File: src/rtl/decoder38_pkg.sv
// Shared types and constants for the registered 3-to-8 decoder.
// DECODER38_ACTIVE_LOW_EN selects an inverted (74x138-style) output polarity.
package decoder38_pkg;

  localparam int CODE_W = 3;
  localparam int DATA_W = 8;

  typedef enum logic {
    ST_IDLE = 1'b0,
    ST_HOLD = 1'b1
  } state_t;

`ifdef DECODER38_ACTIVE_LOW_EN
  localparam logic [DATA_W-1:0] IDLE_DATA = 8'hFF;
`else
  localparam logic [DATA_W-1:0] IDLE_DATA = 8'h00;
`endif

endpackage

File: src/rtl/decoder38_comb.sv
// Pure combinational 3-to-8 one-hot decode; always exactly one bit set.
module decoder38_comb
  import decoder38_pkg::*;
(
  input  logic [CODE_W-1:0] code,
  output logic [DATA_W-1:0] onehot
);

  always_comb begin
    onehot       = '0;
    onehot[code] = 1'b1;
  end

endmodule

File: src/rtl/decoder38_hold.sv
// Registered 3-to-8 decoder holding each decoded code for HOLD_CYCLES cycles.
// Output polarity is inverted when DECODER38_ACTIVE_LOW_EN is defined.
module decoder38_hold
  import decoder38_pkg::*;
#(
  parameter int HOLD_CYCLES = 4,
  parameter int CNT_W       = 8
) (
  input  logic              clk,
  input  logic              rst_n,
  input  logic              iValid,
  input  logic [CODE_W-1:0] iCode,
  output logic              oReady,
  output logic [DATA_W-1:0] oData,
  output logic              oBusy,
  output logic              oDone
);

  // A hold of zero cycles makes no sense; treat it as a single cycle.
  localparam int              HOLD_EFF = (HOLD_CYCLES < 1) ? 1 : HOLD_CYCLES;
  localparam logic [CNT_W-1:0] RELOAD  = CNT_W'(HOLD_EFF - 1);

  state_t              state, state_nxt;
  logic [CNT_W-1:0]    cnt, cnt_nxt;
  logic [DATA_W-1:0]   data_q, data_nxt;
  logic                done_q, done_nxt;
  logic [DATA_W-1:0]   onehot;
  logic                accept;

  decoder38_comb u_comb (
    .code   (iCode),
    .onehot (onehot)
  );

  // Gated by rst_n so oReady reads low while reset is held.
  assign oReady = rst_n & ((state == ST_IDLE) | (cnt == '0));
  assign accept = iValid & oReady;

  always_ff @(posedge clk or negedge rst_n) begin
    if (!rst_n) begin
      state  <= ST_IDLE;
      cnt    <= '0;
      data_q <= '0;
      done_q <= 1'b0;
    end else begin
      state  <= state_nxt;
      cnt    <= cnt_nxt;
      data_q <= data_nxt;
      done_q <= done_nxt;
    end
  end

  always_comb begin
    state_nxt = state;
    cnt_nxt   = cnt;
    data_nxt  = data_q;
    done_nxt  = 1'b0;
    if (state == ST_IDLE) begin
      data_nxt = '0;
      if (accept) begin
        data_nxt  = onehot;
        cnt_nxt   = RELOAD;
        state_nxt = ST_HOLD;
      end
    end else begin
      if (cnt != '0) begin
        cnt_nxt = cnt - 1'b1;
      end else if (accept) begin
        data_nxt = onehot;
        cnt_nxt  = RELOAD;
      end else begin
        state_nxt = ST_IDLE;
        data_nxt  = '0;
        done_nxt  = 1'b1;
      end
    end
  end

  assign oData = data_q ^ IDLE_DATA;
  assign oBusy = (state == ST_HOLD);
  assign oDone = done_q;

endmodule

File: config.mk
export PLATFORM = sky130hd
export DESIGN_NAME = decoder38_hold
export DESIGN_NICKNAME = d
export VERILOG_FILES = /design/src/rtl/decoder38_pkg.sv /design/src/rtl/decoder38_comb.sv /design/src/rtl/decoder38_hold.sv
export SDC_FILE = /design/constraint.sdc
export NUM_CORES = 1
export LEC_CHECK = 0
export CAP_MARGIN = 40
export CELL_PAD_IN_SITES_DETAIL_PLACEMENT = 0
export CELL_PAD_IN_SITES_GLOBAL_PLACEMENT = 1
export CORE_ASPECT_RATIO = 0.9
export CORE_UTILIZATION = 30
export DETAILED_ROUTE_END_ITERATION = 10
export GPL_TIMING_DRIVEN = 0
export PLACE_DENSITY = 0.69
export SLEW_MARGIN = 30
export SYNTH_ARGS = -nofsm -noshare
export SYNTH_HDL_FRONTEND = slang
export SYNTH_SLANG_ARGS = --single-unit
File: constraint.sdc
create_clock -name clk -period 1.9 [get_ports clk]
set_clock_uncertainty 0.05 [all_clocks]
set_input_delay 0.38 -clock clk [delete_from_list [all_inputs] [get_ports clk]]
set_output_delay 0.38 -clock clk [all_outputs]
set_load 0.05 [all_outputs]
======== Word-level counts from Yosys, hierarchy flattened ========
Cells that the tools add are included.
storage, ports and cells
  register bits after elaboration ......... 18
  input bits .............................. 6
  output and inout port bits .............. 11
  word-level logic and storage cells ...... 29
cells by class
  add/subtract/negate cells ............... 1
  magnitude comparators ................... 2
  equality and inequality tests ........... 1
  muxes and demuxes ....................... 14
  bitwise logic cells ..................... 4
  reductions and logical operators ........ 3
operator list
  operator                                                                             number
  8-bit 2-to-1 mux                                                                     6
  8-bit zero test                                                                      1
  8-bit nonzero test                                                                   1
  8-bit by 1-bit subtractor with 8-bit output, second input constant                   1
  1-bit 2-to-1 mux                                                                     7
  3-bit by 4-bit < comparator with 1-bit output, second input constant                 1
  1-bit demux with 3-bit select                                                        1
  3-bit by 1-bit greater-or-equal comparator with 1-bit output, second input constant  1
  1-bit bitwise AND                                                                    2
  2-bit inequality test, second input constant                                         1
  1-bit logical AND                                                                    1
  1-bit NOT                                                                            1
  1-bit OR                                                                             1

======== Logic depth before layout (Yosys ltp) ========
Gate-level depths: netlist (run 1).
  depth in word-level cells ............... 7
  mapped depth ............................ 8
  mapped depth without buffers ............ 6

======== Cells and area by module ========
Synthesis (run 1) repeated with hierarchy kept, for this count alone.
unflattened totals
  cells, all modules ...................... 99
  area, all modules ....................... 922.1 um^2
by module, submodules not included
  module          times used  cells each  area an instance (um^2)  sequential area each (um^2)
  decoder38_hold  1           91          857.1                    450.4
  decoder38_comb  1           8           65.1                     0.0

======== Worst setup path before layout (run 1) ========
Ideal clock, no wire load.
  kind .................................... flip-flop to output port
  from .................................... register cnt[0]
  to ...................................... output oReady
  data arrival time ....................... 1.899 ns
  setup slack ............................. -0.429 ns
  cell stages (with the launch flop) ...... 8
  cell sequence ........................... dfrtp_1 inv_1 ha_1 nor4b_2 a21oi_1 buf_6 buf_6 nor2b_1
on the way
  cells in the longest elaborated chain, start to end .. 3
ends and longest elaborated chain
  what                    RTL line              source
  from (decl)             decoder38_hold.sv:24  logic [CNT_W-1:0] cnt, cnt_nxt;
  from (signal assigned)  decoder38_hold.sv:47  cnt <= cnt_nxt;
  8-bit zero test         decoder38_hold.sv:36  assign oReady = rst_n & ((state == ST_IDLE) | (cnt == '0));
  1-bit OR                decoder38_hold.sv:36
  1-bit bitwise AND       decoder38_hold.sv:36
  to (decl)               decoder38_hold.sv:13  output logic oReady,
Every way passes these cells.

======== Worst setup path in the final report (run 1) ========
Ends and elaborated chain as after synthesis.

==> impl_metrics.csv, run 1 <==
group,metric,value,unit
yosys,synth_ff_type,"dfrtp_1",
worst_setup_path,crit_fanout,2,
clocking,clockBufferDepth,2,
yosys,yosys_warnings,0,
worst_setup_path,cp_num_buf_inv,3,
power,seqPwrFrac,30.6,%
finish,drive_gt1_share,36.8,%
finish,n_fill_cell,262,
clocking,clk_pin_slew,0.11,ns
route,drt_iter0_drc,18,
placement,hpwl,1430,um
hold_path,min_path_type,"in -> async",
yosys,netlist.area_leader.share,50.8,%
worst_setup_path,r2r-start,"cnt[0]",
yosys,synth.area.top_cells,"dfrtp_1 (51%), nand2_1 (5.1%), o41ai_1 (3.9%), ha_1 (2.8%), nand3_1 (2.8%)",
finish,regArea,450,sq um
die,dieArea,3180,sq um
global_routing,grt_start_max_net_pins,13,
route,route.detailed.drc,0,
global_routing,grt_pass1_wl,3430,um
timing,period_share,107,%
clocking,cts_root_buffer,"clkbuf_4",
timing,hold_viol_final,0,
yosys,syn_area_per_cell,10.6,sq um
clocking,cts_buffers,3,
yosys,synth_top_area_cell,"dfrtp_1",
yosys,synth-seq-area-share,50.8,%
finish,antenna_cells,0,
route,postRouteAntennaNets,0,
global_routing,overflow,0,
yosys,synth_area,887,sq um
worst_setup_path,cp_slowest_cell,"dfrtp_1",
worst_setup_path,cp-end-kind,"primary output",
finish,final_nets,126,
yosys,async_flop_share,100,%
route,routedWlPerCell,13.7,um
timing,layout_min_cycle_time,2.03,ns
worst_setup_path,crit_chain,"inv_2, ha_4, nor4b_4, a21oi_2, buf_6, nor2b_4, buf_6",
worst_setup_path,critPathTopFamily,"flip-flops",
yosys,syn-instance-count,84,
clocking,cts.sinks,18,
worst_setup_path,rrSetupSlack,-0.05,ns
global_routing,grt_pass1_vias,717,
flow_run,cap_violations,0,
global_routing,grt_usage,14.5,%
yosys,synth_enable_flop_cells,0,
timing,setup_slack,-0.134,ns
timing,max_freq,0.492,GHz
route,dr_total_vias,774,
die,start_util,32.0,%
worst_setup_path,cp_num_cells,7,
power,ir_drop,0.668,mV
status,failed_checks,"setup timing",
power,p_per_area,1600,nW/um^2
yosys,ys_seq_elements,18,
route,totalWireLength,2150,um
clocking,tritoncts,"built",
worst_setup_path,path_common_cell,"buf_6",
power,swShare,43.2,%
power,power.switching,979,uW
die,die_h,53.6,um
die,io_pins,17,
placement,gp_congestion,0.723,
worst_setup_path,crit_path_start_kind,"register",
die,num_rows,18,
yosys,netlist_top_cells_count,"dfrtp_1 (18), nand2_1 (12), nand3_1 (5)",
worst_setup_path,required,1.47,ns
timing,setup_viol,6,
yosys,yosysMostFrequentCell,"dfrtp_1",
power,p_int,1.29,mW
timing,tightest_slew,0.501,ns
finish,multi_input_area,512,sq um
global_routing,antenna_found_initial,0,
timing,rsz0062_at_grt,"yes",
worst_setup_path,path_class,"reg -> out",
yosys,ys_types,31,
timing,holdWs,0.0546,ns
worst_setup_path,crit_arrival,1.60,ns
placement,port_buffers,16,
timing,slew_headroom,66.6,%
worst_setup_path,reg2reg_depth,10,
worst_setup_path,reg2reg_to,"cnt[5]",
route,drtPass1Iterations,4,
power,p_clk_share,10.7,%
clocking,htree_levels,1,
worst_setup_path,critical_path.max_stage_delay,0.41,ns
timing,finalMaxSlewViolations,0,
placement,pre_cts_slack,-0.904,ns
power,p_comb_share,58.8,%
route,viasPerCell,4.93,
status,status,"complete, but fails checks",
yosys,syn-num-nets,92,
die,die_w,59.3,um
clocking,insertion_delay,0.29,ns
finish,area_delta_synth_final,59.7,%
die,coreArea,2770,sq um
power,leakage,0.733,nW
layout by cell type (no fill, tap or decap), types with 3 or more instances in the layout:
cell,instances
dlygate4sd2_1,6
buf_6,4
o41ai_2,3
nand2_4,3
clkbuf_4,3
nand2b_1,3
buf_8,3
nand2_1,4
nand2_2,5
dlymetal6s2s_1,4
dfrtp_1,18
clkdlybuf4s50_1,4
nand3_1,5
buf_4,8
state kept, by name, summed over array words and instances, names as in the netlist:
signal	flops
cnt	8
oData	8
oDone	1
oBusy	1
final cells by class:
| class | count | area share [%] |
|---|---|---|
| clock buffers | 4 | 2.56 |
| repair buffers | 30 | 23.1 |
| plain buffers | 2 | 1.86 |
| flip-flops and latches | 18 | 31.8 |
| well taps | 40 | 3.53 |
| inverters | 4 | 1.06 |
| multi-input cells | 59 | 36.1 |
how the worst max path moves through the flow:
| stage | start | endpoint |
|---|---|---|
| after detailed placement | rst_n | oReady |
| after floorplan | cnt[0] | oReady |
| final | cnt[0] | oReady |
| after CTS | cnt[0] | oReady |
| after global placement | rst_n | oReady |
| after global routing | cnt[1] | oReady |
power groups by stage:
stage	Combinational, mW	Clock, mW	Sequential, mW
floorplan	0.457	0	0.871
global route	1.42	0.266	0.718
detailed placement	0.920	0	0.685
CTS	1.04	0.249	0.673
finish	1.33	0.241	0.693
global placement	0.909	0	0.675
stage by stage:
step                      setup TNS [ns]  instances  total power [mW]  cell area (sq um)  util (%)
after global placement            -10.39        140              1.58               1100      39.9
after floorplan                        0         84              1.33                895         -
after global routing               -1.78        157              2.40               1420      51.1
final                             -0.236        157              2.27               1420      51.1
after CTS                         -0.184        151              1.97               1220      44.2
after detailed placement           -4.59        141              1.61               1120      40.3
logic make-up (layout without fill, tap and decap cells):
group,after synthesis,in the layout,share of synthesized area [%]
and+or+nand+nor,35,35,23.0
AOI/OAI and AO/OA,20,20,16.4
DFF,18,18,50.8
buffers and inverters,7,40,4.79
adders and majority gates,2,2,2.82
muxes,2,2,2.26
metal layers:
layer | up-vias | global-route usage [%] | routed length, um
li1 | 377 | - | -
met1 | 380 | 20.3 | 1010
met2 | 13 | 22.8 | 1050
met3 | 4 | 2.88 | 64
met4 | 0 | 3.57 | 22
met5 | - | 0 | 0
what timing repair did:
item	CTS	global route
endpoints found under the hold margin	0	0
hold buffers	0	0
setup buffers	7	4
resized for setup	22	29
setup endpoints to repair	9	18
cloned	0	2
pin swaps	1	13
(Power assumes the default switching activity.)
==> inputs of run 2 (changes only) <==
==> constraint.sdc (replaced) <==
create_clock -name clk -period 1.9 [get_ports clk]
set_clock_uncertainty 0.05 [all_clocks]
set_input_delay 0.285 -clock clk [delete_from_list [all_inputs] [get_ports clk]]
set_output_delay 0.285 -clock clk [all_outputs]
set_load 0.05 [all_outputs]
==> run 2 against run 1 <==
The flow finishes with violations (hold timing, setup timing). Sequential power decreased by 2%. Critical path depth unchanged. Fmax up 5.6%. Clock power fell by 22%. First-iteration DRC count down 33%. Hold slack lost 0.085 ns. Non-clock buffer count is 1 lower. Utilization down 4.1 points. Critical endpoint unchanged. Largest cell class unchanged.
==> impl_metrics.csv, run 2 (synthesis gave the netlist of run 1 again) <==
group,metric,value,unit
power,p_total,2.06,mW
timing,rsz0062_at_grt,"yes",
die,die_h,53.6,um
placement,dp.cells,141,
timing,layout_min_cycle_time,1.93,ns
worst_setup_path,cp-end-kind,"primary output",
worst_setup_path,path_class,"reg -> out",
finish,drive_gt1_share,27.0,%
finish,antenna_cells,0,
timing,finalMaxSlewViolations,0,
timing,max_freq,0.519,GHz
route,drtPass1Iterations,4,
finish,finalNonFillerCells,155,
route,dr_total_vias,766,
die,dieArea,3180,sq um
clocking,cts.sinks,18,
placement,port_buffers,16,
global_routing,grt_usage,14.0,%
die,start_util,32.0,%
finish,layout_common_cells,"dfrtp_1 (18), clkdlybuf4s50_1 (13), nand2_1 (11), buf_4 (10), nand3_1 (5)",
worst_setup_path,crit_arrival,1.59,ns
finish,utilization,47.0,%
worst_setup_path,crit_fanout,3,
status,status,"complete, but fails checks",
clocking,clockBufferDepth,2,
route,routedWlPerCell,12.9,um
worst_setup_path,critical_path.max_stage_delay,0.40,ns
worst_setup_path,required,1.56,ns
route,viasPerCell,4.94,
clocking,cts_hold_repair.buffers,0,
flow_run,cap_violations,0,
global_routing,grt_pass1_vias,689,
worst_setup_path,cp-startpoint,"cnt[1]",
timing,setup_slack,-0.0258,ns
worst_setup_path,cp_slowest_cell,"dfrtp_1",
timing,period_share,101,%
clocking,htree_levels,1,
worst_setup_path,path_common_cell,"buf_6",
route,route.detailed.drc,0,
timing,hold_viol_final,10,
status,failed_checks,"hold timing, setup timing",
power,leakage,0.579,nW
global_routing,grt_start_max_net_pins,13,
timing,tightest_slew,0.506,ns
die,coreArea,2770,sq um
finish,final_nets,125,
timing,holdWs,-0.0304,ns
clocking,tritoncts,"built",
power,ir_drop,0.684,mV
power,p_per_area,1580,nW/um^2
die,die_w,59.3,um
global_routing,grt_pass1_wl,3270,um
global_routing,antenna_found_initial,0,
placement,gp_congestion,0.711,
timing,setup_tns,-0.0258,ns
worst_setup_path,crit_chain,"inv_2, ha_4, nor4b_4, a21oi_2, buf_6, nor2b_4, buf_6",
route,postRouteAntennaNets,0,
global_routing,overflow,0,
finish,n_fill_cell,267,
clocking,cts_buffers,3,
worst_setup_path,r2r-start,"cnt[1]",
timing,slew_headroom,66.1,%
finish,layout_commonest_cell,"dfrtp_1",
clocking,insertion_delay,0.29,ns
route,drt_iter0_drc,12,
finish,multi_input_area,452,sq um
finish,regArea,450,sq um
finish,area_delta_synth_final,46.8,%
clocking,cts_root_buffer,"clkbuf_4",
timing,setup_viol,1,
route,totalWireLength,1990,um
die,num_rows,18,
hold_path,min_path_type,"in -> async",
clocking,clk_pin_slew,0.11,ns
worst_setup_path,crit_path_start_kind,"register",
die,io_pins,17,
placement,hpwl,1450,um
run 2: area by class of cell:
type                    count  share of cell area [%]
well taps                  40                    3.84
clock buffers               3                    1.73
repair buffers             29                    22.3
flip-flops and latches     18                    34.6
inverters                   4                    1.15
plain buffers               2                    1.73
multi-input cells          59                    34.7
run 2: repair_timing:
item	4_1_cts	5_1_grt
endpoints found under the setup margin	2	14
gates cloned	0	1
gates resized for setup	14	11
setup buffers	9	2
pin swaps	2	2
run 2: path summary, 6_finish.rpt:
check                           end  slack [ns]  cells after the start
hold reg to reg            oData[0]        0.44                      2
setup reg to reg             cnt[5]        0.03                      9
min in group clk           oData[0]        0.44                      2
setup / recovery             oReady       -0.03                      7
max in group asynchronous  oData[4]        1.36                      2
hold / removal               cnt[4]       -0.03                      1
run 2: through the flow:
| stage | worst slack (ns) | cell area, sq um |
|---|---|---|
| 6_report | -0.0258 | 1300 |
| 5_1_grt | -0.144 | 1300 |
| 4_1_cts | -0.0367 | 1220 |
| 3_5_place_dp | -0.726 | 1120 |
| 3_3_place_gp | -0.942 | 1100 |
| 2_1_floorplan | 0.0759 | 895 |
run 2: where the power goes:
part	internal (mW)	switching, mW
clock	0.0737	0.114
combinational	0.560	0.635
sequential	0.529	0.148
total	1.16	0.897
run 2: worst max-delay path: cells and delay by family, from the launching register on:
kind	cells	cell delay, ns
buffers and inverters	3	0.37
adders and majority gates	1	0.13
and+or+nand+nor	2	0.31
DFF	1	0.40
AOI/OAI and AO/OA	1	0.10
run 2: per-layer routing:
metal | GRT usage (%) | wire length, um
met2 | 21.7 | 944
met1 | 20.2 | 959
met5 | 0 | 0
met4 | 2.38 | 44
met3 | 2.88 | 44
==> inputs of run 3 (changes only) <==
clock period = 2.4 ns   (was 1.9 ns; I/O delays follow)
==> run 3 against run 2 <==
Utilization decreased by 5.5 points. Critical path type unchanged. Clock-buffer cell count unchanged. Sequential power decreased by 20%. The flow now finishes without violations. Total power decreased by 31%. Critical endpoint unchanged. Critical path depth increased by 1.
==> impl_metrics.csv, run 3 (synthesis gave the netlist of run 1 again) <==
group,metric,value,unit
placement,hpwl,1460,um
route,drtPass1Iterations,4,
finish,finalNonFillerCells,144,
timing,setup_slack,0.108,ns
timing,setup_viol,0,
power,p_per_area,1240,nW/um^2
clocking,insertion_delay,0.29,ns
finish,layout_commonest_cell,"dfrtp_1",
clocking,clockBufferDepth,2,
placement,dp.cells,141,
finish,area_delta_synth_final,29.8,%
die,dieArea,3180,sq um
timing,period_share,95.5,%
timing,finalMaxSlewViolations,0,
die,start_util,32.0,%
finish,antenna_cells,0,
clocking,cts.sinks,18,
worst_setup_path,critical_path.max_stage_delay,0.42,ns
die,num_rows,18,
route,dr_total_vias,694,
finish,final_nets,114,
global_routing,grt_pass1_wl,3050,um
global_routing,grt_pass1_vias,671,
timing,tightest_slew,0.510,ns
die,die_h,53.6,um
power,power.switching,647,uW
power,ir_drop,0.389,mV
route,route.detailed.drc,0,
placement,pre_cts_slack,-0.358,ns
power,p_clk_share,10.5,%
clocking,cts_buffers,3,
timing,hold_viol_final,0,
worst_setup_path,cp-end-kind,"primary output",
die,die_w,59.3,um
hold_path,min_path_type,"in -> async",
timing,setup_tns,0,ns
timing,slew_headroom,65.9,%
die,io_pins,17,
timing,max_freq,0.436,GHz
clocking,clk_pin_slew,0.10,ns
power,seqPwrFrac,37.9,%
worst_setup_path,cp_num_buf_inv,4,
route,routedWlPerCell,13.0,um
timing,layout_min_cycle_time,2.29,ns
clocking,htree_levels,1,
power,p_comb_share,51.6,%
worst_setup_path,path_class,"reg -> out",
die,coreArea,2770,sq um
placement,port_buffers,16,
worst_setup_path,critPathTopFamily,"buffers and inverters",
worst_setup_path,required,1.99,ns
power,p_int,775,uW
placement,gp_congestion,0.753,
route,drt_iter0_drc,15,
clocking,cts_setup_buffers,0,
worst_setup_path,crit_path_start_kind,"register",
worst_setup_path,crit_chain,"inv_2, ha_1, nor4b_4, a21oi_2, buf_6, buf_6, nor2b_2, buf_6",
worst_setup_path,path_common_cell,"buf_6",
global_routing,grt_usage,13.2,%
worst_setup_path,crit_arrival,1.88,ns
power,swShare,45.5,%
status,status,"completed",
worst_setup_path,cp_slowest_cell,"dfrtp_1",
timing,rsz0062_at_grt,"no",
clocking,cts_root_buffer,"clkbuf_4",
route,postRouteAntennaNets,0,
global_routing,antenna_found_initial,0,
worst_setup_path,crit_fanout,10,
global_routing,grt_start_max_net_pins,15,
finish,drive_gt1_share,13.5,%
clocking,tritoncts,"built",
power,leakage,0.494,nW
finish,layout_common_cells,"dfrtp_1 (18), clkdlybuf4s50_1 (15), nand2_1 (12), nand3_1 (5), o41ai_1 (4)",
global_routing,overflow,0,
flow_run,cap_violations,0,
route,totalWireLength,1870,um
route,viasPerCell,4.82,
run 3: cell types whose count changed in the layout (fill, tap and decap cells not counted), moves of 2 or more:
cell and change:
o41ai_2 -3, o41ai_1 +3, buf_4 -10, clkdlybuf4s50_1 +2
run 3: power by group through the flow:
stage          logic, mW  registers [mW]  clock network, mW
2_1_floorplan      0.354           0.688                  0
3_3_place_gp       0.714           0.532                  0
3_5_place_dp       0.723           0.537                  0
4_1_cts            0.739           0.540              0.154
5_1_grt            0.797           0.558              0.162
6_report           0.734           0.540              0.149
run 3: area by class of cell:
| cell class | instances | area (sq um) |
|---|---|---|
| flip-flops and latches | 18 | 450 |
| repair buffers | 17 | 176 |
| fillers | 274 | 1620 |
| well taps | 40 | 50.0 |
| multi-input cells | 59 | 409 |
| clock buffers | 3 | 22.5 |
| plain buffers | 3 | 27.5 |
| inverters | 4 | 15.0 |
run 3: metal layers:
metal / wire length [um] / global-route usage, %
met3: 61 / 4.33
met4: 15 / 2.38
met5: 0 / 0
met2: 858 / 21.9
met1: 939 / 17.1
run 3: final timing paths:
| check | start | end | slack, ns | depth (start not counted) |
|---|---|---|---|---|
| max in group asynchronous | rst_n | cnt[0] | 1.53 | 2 |
| worst max register to register | cnt[0] | oData[5] | 0.67 | 6 |
| min in group clk | oData[1] | oData[1] | 0.44 | 2 |
| worst min-delay path | rst_n | cnt[4] | 0.32 | 1 |
| worst min register to register | oData[1] | oData[1] | 0.44 | 2 |
| worst max-delay path | cnt[0] | oReady | 0.11 | 8 |
run 3: through the flow:
step | total power [mW] | instance area, sq um | hold WS (ns) | utilization [%]
floorplan | 1.04 | 887 | 0.0144 | -
global placement | 1.25 | 1100 | 0.411 | 39.6
detailed placement | 1.26 | 1110 | 0.422 | 40.2
CTS | 1.43 | 1150 | 0.335 | 41.5
global route | 1.52 | 1150 | 0.352 | 41.6
finish | 1.42 | 1150 | 0.322 | 41.6
run 3: timing repair:
| item | CTS | global route |
|---|---|---|
| endpoints found under the setup margin | 1 | 1 |
| resized for setup | 9 | 2 |
| pin swaps | 0 | 0 |
| hold buffers | 0 | 0 |
| cloned | 0 | 0 |
